File: src/rtl/vga_fb_scheduler_if.sv
// Bus bundle for the frame-buffer scheduler: display FIFO port, pixel-writer
// handshake and the single-port SRAM pins.
interface vga_fb_scheduler_if #(
    parameter int ADDR_BITS = 20,
    parameter int DATA_BITS = 12
);
    // Display side
    logic                 vga_enable;
    logic                 pix_pop;
    logic                 pix_valid;
    logic [DATA_BITS-1:0] pix_data;
    logic                 underflow;

    // Pixel-writer handshake
    logic                 wr_req;
    logic [ADDR_BITS-1:0] wr_addr;
    logic [DATA_BITS-1:0] wr_data;
    logic                 wr_ack;

    // SRAM pins
    logic [ADDR_BITS-1:0] sram_addr;
    logic [DATA_BITS-1:0] sram_data_out;
    logic [DATA_BITS-1:0] sram_data_in;
    logic                 sram_data_oe;
    logic                 sram_we_n;
    logic                 sram_oe_n;

    // Scheduler view
    modport master (
        output vga_enable, pix_valid, pix_data, underflow, wr_ack,
        output sram_addr, sram_data_out, sram_data_oe, sram_we_n, sram_oe_n,
        input  pix_pop, wr_req, wr_addr, wr_data, sram_data_in
    );

    // Peer view (display, writer and SRAM together)
    modport slave (
        input  vga_enable, pix_valid, pix_data, underflow, wr_ack,
        input  sram_addr, sram_data_out, sram_data_oe, sram_we_n, sram_oe_n,
        output pix_pop, wr_req, wr_addr, wr_data, sram_data_in
    );
endinterface

File: src/rtl/vga_fb_scheduler.sv
// Frame-buffer scheduler: prefetches pixels from a single-port SRAM into a
// first-word-fall-through FIFO ahead of the raster, gates the raster until the
// FIFO is primed, and lets a pixel writer use the bus when the display can wait.
module vga_fb_scheduler #(
    parameter int ADDR_BITS  = 20,
    parameter int DATA_BITS  = 12,
    parameter int H_VISIBLE  = 640,
    parameter int V_VISIBLE  = 480,
    parameter int FIFO_DEPTH = 16,
    parameter int PREFILL    = 8,
    parameter int LOW_WATER  = 4
) (
    input  logic               clk,
    input  logic               reset,
    vga_fb_scheduler_if.master bus
);
    localparam int PIXELS   = H_VISIBLE * V_VISIBLE;
    localparam int FA_BITS  = $clog2(PIXELS);
    localparam int PTR_BITS = $clog2(FIFO_DEPTH);
    localparam int CNT_BITS = PTR_BITS + 1;
    localparam int OCC_BITS = CNT_BITS + 1;

    typedef enum logic {ST_PREFILL, ST_RUN} state_t;

    state_t               state_q;
    logic                 vga_enable_q;

    logic [DATA_BITS-1:0] fifo_mem [FIFO_DEPTH];
    logic [PTR_BITS-1:0]  wr_ptr_q, rd_ptr_q;
    logic [CNT_BITS-1:0]  count_q, count_d;
    logic                 underflow_q;

    // Read tracker: bit 0 = read on the pins this cycle, bit 2 = its data is
    // on sram_data_in this cycle and gets pushed at the closing edge.
    logic [2:0]           rd_pipe_q;
    logic [FA_BITS-1:0]   fetch_addr_q, fetch_addr_d;

    logic [ADDR_BITS-1:0] sram_addr_q;
    logic [DATA_BITS-1:0] sram_data_out_q;
    logic                 sram_data_oe_q, sram_we_n_q, sram_oe_n_q, wr_ack_q;

    logic [1:0]           inflight;
    logic [OCC_BITS-1:0]  occ;
    logic                 grant_rd, grant_wr, push, pop;

    assign inflight = {1'b0, rd_pipe_q[0]} + {1'b0, rd_pipe_q[1]} + {1'b0, rd_pipe_q[2]};
    assign occ      = OCC_BITS'(count_q) + OCC_BITS'(inflight);
    assign push     = rd_pipe_q[2];
    assign pop      = bus.pix_pop && (count_q != '0);

    // Bus arbitration. A read is blocked for one cycle after a write is on the
    // pins; a write is blocked while a read or the previous write (still being
    // acknowledged, so wr_req is legitimately still high) is on the pins.
    always_comb begin
        grant_rd = (occ < OCC_BITS'(FIFO_DEPTH)) && !wr_ack_q &&
                   ((occ < OCC_BITS'(LOW_WATER)) || !bus.wr_req);
        grant_wr = !grant_rd && bus.wr_req && !wr_ack_q && !rd_pipe_q[0];
    end

    // Linear fetch address with wrap at the end of the visible frame
    always_comb begin
        fetch_addr_d = fetch_addr_q + FA_BITS'(1);
        if (fetch_addr_q == FA_BITS'(PIXELS - 1)) begin
            fetch_addr_d = '0;
        end
    end

    // FIFO occupancy: simultaneous push and pop leaves it unchanged
    always_comb begin
        count_d = count_q;
        if (push && !pop) begin
            count_d = count_q + CNT_BITS'(1);
        end else if (!push && pop) begin
            count_d = count_q - CNT_BITS'(1);
        end
    end

    // Prefill/run sequencer; once running it stays running until reset
    always_ff @(posedge clk) begin
        if (reset) begin
            state_q      <= ST_PREFILL;
            vga_enable_q <= 1'b0;
        end else begin
            case (state_q)
                ST_PREFILL: begin
                    if (count_q >= CNT_BITS'(PREFILL)) begin
                        state_q      <= ST_RUN;
                        vga_enable_q <= 1'b1;
                    end
                end
                default: begin
                    state_q      <= ST_RUN;
                    vga_enable_q <= 1'b1;
                end
            endcase
        end
    end

    // FIFO storage; entries are only meaningful below count_q, so no reset
    always_ff @(posedge clk) begin
        if (push) begin
            fifo_mem[wr_ptr_q] <= bus.sram_data_in;
        end
    end

    // FIFO pointers, occupancy and the sticky underflow flag
    always_ff @(posedge clk) begin
        if (reset) begin
            wr_ptr_q    <= '0;
            rd_ptr_q    <= '0;
            count_q     <= '0;
            underflow_q <= 1'b0;
        end else begin
            if (push) begin
                wr_ptr_q <= wr_ptr_q + PTR_BITS'(1);
            end
            if (pop) begin
                rd_ptr_q <= rd_ptr_q + PTR_BITS'(1);
            end
            count_q <= count_d;
            if (bus.pix_pop && (count_q == '0)) begin
                underflow_q <= 1'b1;
            end
        end
    end

    // Registered SRAM pins, read tracker and fetch address; reset drops any
    // reads still in flight so their returning data is never pushed
    always_ff @(posedge clk) begin
        if (reset) begin
            rd_pipe_q       <= '0;
            fetch_addr_q    <= '0;
            sram_addr_q     <= '0;
            sram_data_out_q <= '0;
            sram_data_oe_q  <= 1'b0;
            sram_we_n_q     <= 1'b1;
            sram_oe_n_q     <= 1'b1;
            wr_ack_q        <= 1'b0;
        end else begin
            rd_pipe_q      <= {rd_pipe_q[1:0], grant_rd};
            sram_oe_n_q    <= !grant_rd;
            sram_we_n_q    <= !grant_wr;
            sram_data_oe_q <= grant_wr;
            wr_ack_q       <= grant_wr;
            if (grant_rd) begin
                sram_addr_q  <= ADDR_BITS'(fetch_addr_q);
                fetch_addr_q <= fetch_addr_d;
            end else if (grant_wr) begin
                sram_addr_q     <= bus.wr_addr;
                sram_data_out_q <= bus.wr_data;
            end
        end
    end

    assign bus.vga_enable    = vga_enable_q;
    assign bus.pix_valid     = (count_q != '0);
    assign bus.pix_data      = (count_q != '0) ? fifo_mem[rd_ptr_q] : '0;
    assign bus.underflow     = underflow_q;
    assign bus.wr_ack        = wr_ack_q;
    assign bus.sram_addr     = sram_addr_q;
    assign bus.sram_data_out = sram_data_out_q;
    assign bus.sram_data_oe  = sram_data_oe_q;
    assign bus.sram_we_n     = sram_we_n_q;
    assign bus.sram_oe_n     = sram_oe_n_q;
endmodule

File: src/flat_wrapper.sv
// flat-port wrapper written by rule: the top's interface ports become plain ports
module vga_fb_scheduler_flat 
#(
    parameter int ADDR_BITS  = 20,
    parameter int DATA_BITS  = 12,
    parameter int H_VISIBLE  = 640,
    parameter int V_VISIBLE  = 480,
    parameter int FIFO_DEPTH = 16,
    parameter int PREFILL    = 8,
    parameter int LOW_WATER  = 4
)
  (clk, reset, bus_vga_enable, bus_pix_valid, bus_pix_data, bus_underflow, bus_wr_ack, bus_sram_addr, bus_sram_data_out, bus_sram_data_oe, bus_sram_we_n, bus_sram_oe_n, bus_pix_pop, bus_wr_req, bus_wr_addr, bus_wr_data, bus_sram_data_in);
  vga_fb_scheduler_if #(.ADDR_BITS(ADDR_BITS), .DATA_BITS(DATA_BITS)) bus_i ();
  input  logic clk;
  input  logic reset;
  output wire logic [$bits(bus_i.vga_enable)-1:0] bus_vga_enable;
  output wire logic [$bits(bus_i.pix_valid)-1:0] bus_pix_valid;
  output wire logic [$bits(bus_i.pix_data)-1:0] bus_pix_data;
  output wire logic [$bits(bus_i.underflow)-1:0] bus_underflow;
  output wire logic [$bits(bus_i.wr_ack)-1:0] bus_wr_ack;
  output wire logic [$bits(bus_i.sram_addr)-1:0] bus_sram_addr;
  output wire logic [$bits(bus_i.sram_data_out)-1:0] bus_sram_data_out;
  output wire logic [$bits(bus_i.sram_data_oe)-1:0] bus_sram_data_oe;
  output wire logic [$bits(bus_i.sram_we_n)-1:0] bus_sram_we_n;
  output wire logic [$bits(bus_i.sram_oe_n)-1:0] bus_sram_oe_n;
  input wire logic [$bits(bus_i.pix_pop)-1:0] bus_pix_pop;
  input wire logic [$bits(bus_i.wr_req)-1:0] bus_wr_req;
  input wire logic [$bits(bus_i.wr_addr)-1:0] bus_wr_addr;
  input wire logic [$bits(bus_i.wr_data)-1:0] bus_wr_data;
  input wire logic [$bits(bus_i.sram_data_in)-1:0] bus_sram_data_in;
  assign bus_vga_enable = bus_i.vga_enable;
  assign bus_pix_valid = bus_i.pix_valid;
  assign bus_pix_data = bus_i.pix_data;
  assign bus_underflow = bus_i.underflow;
  assign bus_wr_ack = bus_i.wr_ack;
  assign bus_sram_addr = bus_i.sram_addr;
  assign bus_sram_data_out = bus_i.sram_data_out;
  assign bus_sram_data_oe = bus_i.sram_data_oe;
  assign bus_sram_we_n = bus_i.sram_we_n;
  assign bus_sram_oe_n = bus_i.sram_oe_n;
  assign bus_i.pix_pop = bus_pix_pop;
  assign bus_i.wr_req = bus_wr_req;
  assign bus_i.wr_addr = bus_wr_addr;
  assign bus_i.wr_data = bus_wr_data;
  assign bus_i.sram_data_in = bus_sram_data_in;
  vga_fb_scheduler #(.ADDR_BITS(ADDR_BITS), .DATA_BITS(DATA_BITS), .H_VISIBLE(H_VISIBLE), .V_VISIBLE(V_VISIBLE), .FIFO_DEPTH(FIFO_DEPTH), .PREFILL(PREFILL), .LOW_WATER(LOW_WATER)) u_core (.clk(clk), .reset(reset), .bus(bus_i));
endmodule
File: config.mk
export PLATFORM = sky130hd
export DESIGN_NAME = vga_fb_scheduler_flat
export DESIGN_NICKNAME = d
export VERILOG_FILES = /design/src/rtl/vga_fb_scheduler_if.sv /design/src/rtl/vga_fb_scheduler.sv /design/src/flat_wrapper.sv
export SDC_FILE = /design/constraint.sdc
export NUM_CORES = 1
export LEC_CHECK = 0
export ABC_AREA = 1
export BUFFER_PORTS_ARGS = -buffer_cell sky130_fd_sc_hd__clkbuf_2
export CELL_PAD_IN_SITES_DETAIL_PLACEMENT = 1
export CELL_PAD_IN_SITES_GLOBAL_PLACEMENT = 1
export CORE_MARGIN = 2
export CORE_UTILIZATION = 42
export CTS_CLUSTER_SIZE = 8
export DETAILED_ROUTE_END_ITERATION = 6
export PLACE_DENSITY_LB_ADDON = 0.1
export SETUP_SLACK_MARGIN = 0.02
export SLEW_MARGIN = 20
export SYNTH_ARGS = -nofsm -noshare
export SYNTH_HDL_FRONTEND = slang
export SYNTH_SLANG_ARGS = --single-unit
File: constraint.sdc
create_clock -name clk -period 1.88 [get_ports clk]
set_input_delay 0.47 -clock clk [delete_from_list [all_inputs] [get_ports clk]]
set_output_delay 0.47 -clock clk [all_outputs]
set_load 0.005 [all_outputs]
# Word-level counts from Yosys, hierarchy flattened
# Memories as Yosys holds them, arrays and structs flattened. A register that Yosys moved wholly into a read port is not among the register bits.
# Index checks and enable logic that the tools add are counted.
# word_totals
ramBits	192
out_inout_bits	51
reg_bits	73
in_bits	48
mem_count	1
# mem_list
memory	words	width	read_ports	rd_clocked_by_memory_dff	write_ports	line_no	text
u_core.fifo_mem	16	12	1	1	1	vga_fb_scheduler.sv:28	logic [DATA_BITS-1:0] fifo_mem [FIFO_DEPTH];
# op_classes
n_mux	14
reduce_logical	24
n_lt_le_gt_ge	3
bitwise	1
n_eq_ne	1
addsub	8
# ops
operator	n
$mux 19	3
$add 19x1->19 const B	1
$eq 19x19->1 const B	1
$mux 12	1
$mux 5	2
$logic_and 1x1->1	9
$add 4x1->4 const B	2
$mux 4	2
$logic_not 1->1	7
$add 5x2->6	1
$lt 6x3->1 const B	1
$lt 6x5->1 const B	1
$mux 1	6
$reduce_bool 2->1	3
$add 5x1->5 const B	1
$ge 5x4->1 const B	1
$logic_not 5->1	1
$reduce_bool 5->1	1
$sub 5x1->5 const B	1
$add 1x1->2	1
$add 2x1->2	1
$reduce_and 2->1	1
$reduce_or 2->1	1
$logic_or 1x1->1	1
$not 1->1	1

# Longest topological paths before layout
# Gate-level depths: netlist of the first run.
# depth
word_depth	12
mapped_depth	13
mapped_depth_nobuf	13

# Least setup slack after synthesis of the first run
# No wires, ideal clock.
# synth_timing
path_type	flip-flop to flip-flop
from	reg u_core.count_q[0]
to	reg u_core.fetch_addr_q[12]
required_time_ps	1757
path_slack_ps	-85
stages_incl_launch_ff	13
period_less_slack_ps	1965
arrival_ps	1842
path_cell_list	dfxtp_1 -> inv_1 -> fa_1 -> inv_1 -> ha_1 -> nand3_1 -> nand2_1 -> nand2_1 -> nand2_2 -> buf_6 -> buf_6 -> o21ai_0 -> a21oi_1
# synth_via
elab_chain_cells	4
word_cells_on_any_way	6
classes_between	1 x add/sub; 2 x order compare; 3 x reduce/logical
# synth_rtl
item	line_no	text
start, declared	vga_fb_scheduler.sv:30	logic [CNT_BITS-1:0] count_q, count_d;
start signal, assigned	vga_fb_scheduler.sv:120	count_q <= count_d;
$add 5x2->6 *	vga_fb_scheduler.sv:47	assign occ = OCC_BITS'(count_q) + OCC_BITS'(inflight);
$lt 6x5->1 or $lt 6x3->1 (tied branches)	vga_fb_scheduler.sv:55, vga_fb_scheduler.sv:56	
$logic_and 1x1->1 or $logic_or 1x1->1 (tied branches)	vga_fb_scheduler.sv:55, vga_fb_scheduler.sv:56	
$logic_and 1x1->1 *	vga_fb_scheduler.sv:55	grant_rd = (occ < OCC_BITS'(FIFO_DEPTH)) && !wr_ack_q &&
end signal, assigned	vga_fb_scheduler.sv:147	fetch_addr_q <= fetch_addr_d;
end, declared	vga_fb_scheduler.sv:36	logic [FA_BITS-1:0] fetch_addr_q, fetch_addr_d;
# Mark *: on every way between the ends. The rest lies on a longest branch, timed or not.
# A chain may end at the register's enable or synchronous reset.

==> results of run 1 <==
==> final cells by class <==
type                    count  area [µm²]
repair buffers            223        2230
clock buffers              68        1110
clock inverters             2        25.0
fillers                  2840       10800
flip-flops and latches    269        7320
multi-input cells         768        4600
inverters                  64         262
well taps                 341         427
==> flip-flops by register name (all words and copies together), names as in the netlist, 3 cells and up, named ones only <==
register                  cells
u_core.rd_ptr_q               4
u_core.bus.sram_data_out     12
u_core.wr_ptr_q               4
u_core.bus.sram_addr         20
u_core.fifo_mem             192
u_core.fetch_addr_q          19
u_core.rd_pipe_q              3
u_core.count_q                5
==> routing by layer <==
metal / share of wire, % / vias up / GRT usage (%) / wire, µm
met3: 4.5 / 78 / 4.25 / 1690
met4: 3.0 / 0 / 9.71 / 1130
met5: 0 / - / 0 / 0
met1: 40 / 4594 / 31.2 / 15100
li1: - / 4348 / - / -
met2: 52 / 267 / 46.7 / 19600
==> metrics by stage <==
stage,setup slack (ns),setup TNS [ns],instance area (µm²),util (%),hold slack [ns]
2_1_floorplan,0.00455,0,11400,-,0.423
3_3_place_gp,-0.158,-3.35,12900,48.4,0.436
3_5_place_dp,-0.203,-6.27,12900,48.4,0.450
4_1_cts,-0.612,-14.88,15400,57.5,0.131
5_1_grt,-0.751,-26.50,16000,59.7,0.144
6_report,-0.649,-20.96,16000,59.7,0.148
==> worst min-delay path: cells and delay by family <==
| family | cells | cell delay (ns) |
|---|---|---|
| buffers and inverters | 1 | 0.07 |
| AND/OR/NAND/NOR | 2 | 0.08 |
==> power groups by stage <==
stage	sequential (mW)	clock (mW)	combinational, mW
6_report	6.95	6.50	9.51
5_1_grt	6.98	6.86	10.2
4_1_cts	6.91	6.59	8.81
3_5_place_dp	7.00	0	6.08
3_3_place_gp	6.99	0	5.94
2_1_floorplan	7.00	0	3.18
==> cells by family after synthesis <==
kind of cell,after synthesis,synth area share [%]
AND/OR/NAND/NOR,688,25.8
flip-flops,269,64.5
buffers and inverters,124,4.61
AO/OA/AOI/OAI,55,2.61
adder cells (fa/ha/maj),13,1.57
XOR/XNOR,11,0.851
==> repair_timing <==
| item | in CTS | in global routing |
|---|---|---|
| setup endpoints to repair | 70 | 71 |
| gates resized for setup | 182 | 152 |
| cloned | 13 | 4 |
| pin swaps | 52 | 72 |
| buffers inserted | 22 | 7 |
==> cells in the mapped netlist, drive strengths merged <==
cell	instances	area, µm²
a21o	1	7.51
o21bai	2	15.0
buf	35	188
ha	11	138
inv	63	236
xor2	6	52.6
o21a	2	15.0
nand2	377	1430
nor3	8	40.0
dfxtp	77	1540
edfxtp	192	5770
xnor2	5	43.8
clkinv	1	3.75
clkbuf	25	93.8
nor2	68	270
fa	2	40.0
nand4	5	31.3
nand3b	3	22.5
o21ai	14	70.1
and3	1	6.26
nand3	226	1130
a21oi	36	188
==> final timing paths <==
path | to | slack, ns | cells past startpoint
max reg2reg | u_core.fetch_addr_q[14] | -0.34 | 16
min | u_core.bus.sram_data_out[3] | 0.15 | 3
min reg2reg | u_core.state_q | 0.46 | 2
max | bus_pix_data[10] | -0.65 | 10
==> flow_summary.toml, run 1 <==
[grt]
grt_pass1_vias = 9953
grt_pass1_wl_um = 56300
grt_usage_pct = 25.9
grt_max_degree = 41
antenna_found_initial = 0
gr-total-overflow = 0

[placement]
port_buffers = 98
dpl.cell_count = 1630
hpwl_um = 20900
gp_congestion = 0.760

[floorplan]
io_pins = 99
core_area_mm2 = 0.0267
start_util_pct = 42.4
die-area_mm2 = 0.0283
die_y_um = 168
die_w_um = 168
row_count = 60

[clocking]
cts_buffer_depth = 3
clk_pin_slew_worst_paths_ns = 0.05
numCtsBuffers = 39
clock_sinks = 269
ctsHtreeMaxLevel = 2
postCtsHoldBufs = 0
tritoncts = "done"
cts-root-buf = "clkbuf_16"
insertion_delay_ns = 0.53

[worst_setup_path]
worstSetupPathType = "register to primary output"
required_ns = 1.41
worstPathArrival_ns = 2.06
crit_chain = "clkinv_8 > buf_12 > buf_16 > nand2_1 > nand3_2 > nand3_1 > nand2_1 > nand2_1 > a21oi_4 > buf_2"
endpoint_kind = "primary output"
start_kind = "register"
worst_path_max_delay_cell = "dfxtp_4"
critPathMaxFanout = 6
crit_family = "buffers and inverters"
critPathMaxStageDelay_ns = 0.44
crit_path_frequent_cell = "nand2_1"
r2r-start = "u_core.count_q[0]"
critPathBufInv = 4

[run_status]
status = "finished with violations"
violations = "setup timing"

[yosys]
seq_area_frac_synth_pct = 64.5
avgSynthCellArea_um2 = 9.76
synth_cell_types = 32
ys_ff_latch = 269
syn_nets = 1221
netlist_area_mm2 = 0.0113
synthCells = 1160
yosys_warnings = 0

[run]
maxCapViolations = 0

[timing]
slew_viol_final = 0
worst_slack_ns = -0.649
layout_min_cycle_time_ns = 2.53
finalSetupViolCount = 69
skew_ns = 0.0185
rsz0062_at_grt = "true"
period_share_pct = 135
tightestPinTransition_ns = 0.505
max_slew_margin_pct = 66.4
finalHoldViolations = 0
fmax_mhz = 395

[power_and_ir_drop]
power_switching_mw = 7.91
clkPwrFrac_pct = 28.3
swShare_pct = 34.4
seq_power_share_pct = 30.3
pwr-share-comb_pct = 41.4
irDropWorstVdd_mv = 0.772
fin_total_pwr_mw = 23.0
power.internal_mw = 15.1
power_per_cell_area_mw_per_mm2 = 1440
leakage_nw = 6.45

[route]
wl_um = 37500
detailroute.via_count = 9287
remaining_drc_errors = 0
wl_per_cell_um = 21.6
drt_iter0_markers = 586
viasPerCell = 5.35
drt_first_pass_iters = 5
ant_nets = 0

[hold_path]
hp-start = "bus_wr_data[3]"
hp-class = "primary input to register"

[layout]
final_cell_mix = "305 x nand2_1, 192 x edfxtp_1, 137 x nand3_1, 86 x clkbuf_2, 75 x nand3_2"
stdcell_count = 1735
antenna_cells = 0
final_common_cell = "nand2_1"
fin_nets = 1426
area_delta_synth_final_pct = 41.0
drive_gt1_share_pct = 34.9
No activity file was read; power rests on OpenSTA's default activity.
==> run 2: changes to the inputs <==
--- a/config.mk
+++ b/config.mk
@@ -10,7 +10,7 @@
 export CELL_PAD_IN_SITES_DETAIL_PLACEMENT = 1
 export CELL_PAD_IN_SITES_GLOBAL_PLACEMENT = 1
 export CORE_MARGIN = 2
-export CORE_UTILIZATION = 42
+export CORE_UTILIZATION = 46
 export CTS_CLUSTER_SIZE = 8
 export DETAILED_ROUTE_END_ITERATION = 6
 export PLACE_DENSITY_LB_ADDON = 0.1
==> constraint.sdc (replaced) <==
create_clock -name clk -period 2.4 [get_ports clk]
set_input_delay 0.6 -clock clk [delete_from_list [all_inputs] [get_ports clk]]
set_output_delay 0.6 -clock clk [all_outputs]
set_load 0.005 [all_outputs]
==> run 2 against run 1 <==
The run still ends with setup timing left. Worst hold slack gained 0.14 ns. Sequential power shrank 21%. Critical path depth shrank 1. Non-clock buffer count shrank 58.
==> flow_summary.toml, run 2 (synthesized netlist as in run 1, its figures left out) <==
[route]
viasPerCell = 5.47
ant_nets = 0
wl_per_cell_um = 20.6
wl_um = 33800
drt_iter0_markers = 530
drt_first_pass_iters = 5
remaining_drc_errors = 0
detailroute.via_count = 8966

[layout]
final_util_pct = 58.6
antenna_cells = 0
fill_cells = 2694
stdcell_count = 1640
drive_gt1_share_pct = 22.0
fin_area_mm2 = 0.0142
final_common_cell = "nand2_1"
final_cell_mix = "354 x nand2_1, 197 x nand3_1, 192 x edfxtp_1, 88 x clkbuf_2, 72 x dfxtp_1"
largest_reg_flops = 192
area_delta_synth_final_pct = 25.4
largest-register = "u_core.fifo_mem"
fin_nets = 1367

[worst_setup_path]
r2r-start = "u_core.count_q[0]"
critPathMaxFanout = 20
r2r_slack_ns = 0.13
start_kind = "register"
rr_endpoint = "u_core.count_q[4]"
worstRegToRegCells = 15
worstPathArrival_ns = 2.01
endpoint_kind = "primary output"
worstSetupPathType = "register to primary output"
required_ns = 1.80

[placement]
dpl.cell_count = 1568
post-place-ws_ns = 0.143
hpwl_um = 19200
port_buffers = 98
gp_congestion = 0.760
placed_area_mm2 = 0.0124

[power_and_ir_drop]
irDropWorstVdd_mv = 0.511
leakage_nw = 5.73
power_per_cell_area_mw_per_mm2 = 1080
fin_total_pwr_mw = 15.4

[grt]
gr-total-overflow = 0
top_usage_layer = "met2"
grt_use_met3_pct = 4.24
grt_pass1_wl_um = 52100
antenna_found_initial = 0
use_met1_pct = 33.1
grt_pass1_vias = 9446
use_met2_pct = 45.9
grt_usage_pct = 26.0
grt_max_degree = 49

[clocking]
cts-root-buf = "clkbuf_16"
clock_sinks = 269
ctsHtreeMaxLevel = 2
clk_pin_slew_worst_paths_ns = 0.05
cts_buffer_depth = 3
numCtsBuffers = 39
postCtsHoldBufs = 0
tritoncts = "done"
insertion_delay_ns = 0.51

[floorplan]
start_util_pct = 46.7
die_w_um = 161
die_y_um = 161
die-area_mm2 = 0.0259
row_count = 57
io_pins = 99
core_area_mm2 = 0.0242

[timing]
whs_ns = 0.284
period_share_pct = 109
setup_tns_ns = -2.12
finalHoldViolations = 0
tightestPinTransition_ns = 0.508
rsz0062_at_grt = "true"
worst_slack_ns = -0.213
slew_viol_final = 0
layout_min_cycle_time_ns = 2.61
fmax_mhz = 383
skew_ns = 0.00908
max_slew_margin_pct = 66.1
finalSetupViolCount = 12

[hold_path]
hp-start = "bus_wr_data[11]"
worstHoldPathCells = 3
min_to = "u_core.bus.sram_data_out[11]"
hp-class = "primary input to register"

[run_status]
violations = "setup timing"
status = "finished with violations"

[run]
maxCapViolations = 0
[run 2: worst max-delay path: stages (launching register included)]
cell and delay, ns:
dfxtp_4 0.40, clkinv_8 0.12, buf_12 0.17, nand2_1 0.08
nand3_1 0.09, nand3_2 0.09, nand2_1 0.07, nand2_1 0.06
a21oi_2 0.24, buf_2 0.16
[run 2: routing by layer]
layer,share of wire (%),vias to the layer above
li1,-,4189
met1,41,4436
met2,50,277
met3,5.9,64
met4,2.7,0
met5,0,-
[run 2: timing repair]
item | in CTS | in global routing
cloned | 8 | 3
buffers inserted | 7 | 5
pin swaps | 8 | 44
endpoints found under the setup margin | 12 | 15
resized for setup | 34 | 72
[run 2: power breakdown]
part	switching (mW)	total [mW]	internal (mW)
clock	1.86	4.90	3.03
sequential	0.220	5.47	5.25
combinational	2.98	5.01	2.03
[run 2: worst max-delay path by stage]
stage | end | slack (ns) | cells past startpoint
after detailed placement | u_core.count_q[4] | 0.14 | 13
final | bus_pix_data[0] | -0.21 | 9
after floorplan | u_core.fetch_addr_q[12] | 0.43 | 12
after global placement | u_core.count_q[4] | 0.18 | 12
after global routing | bus_pix_data[5] | -0.30 | 9
after CTS | bus_pix_data[6] | -0.24 | 9
[run 2: area by class of cell]
cell class / count / area (µm²) / share of cell area (%)
clock buffers: 51 / 1060 / 7.49
well taps: 324 / 405 / 2.85
multi-input cells: 767 / 3790 / 26.7
repair buffers: 165 / 1370 / 9.65
inverters: 64 / 256 / 1.81
flip-flops and latches: 269 / 7320 / 51.5
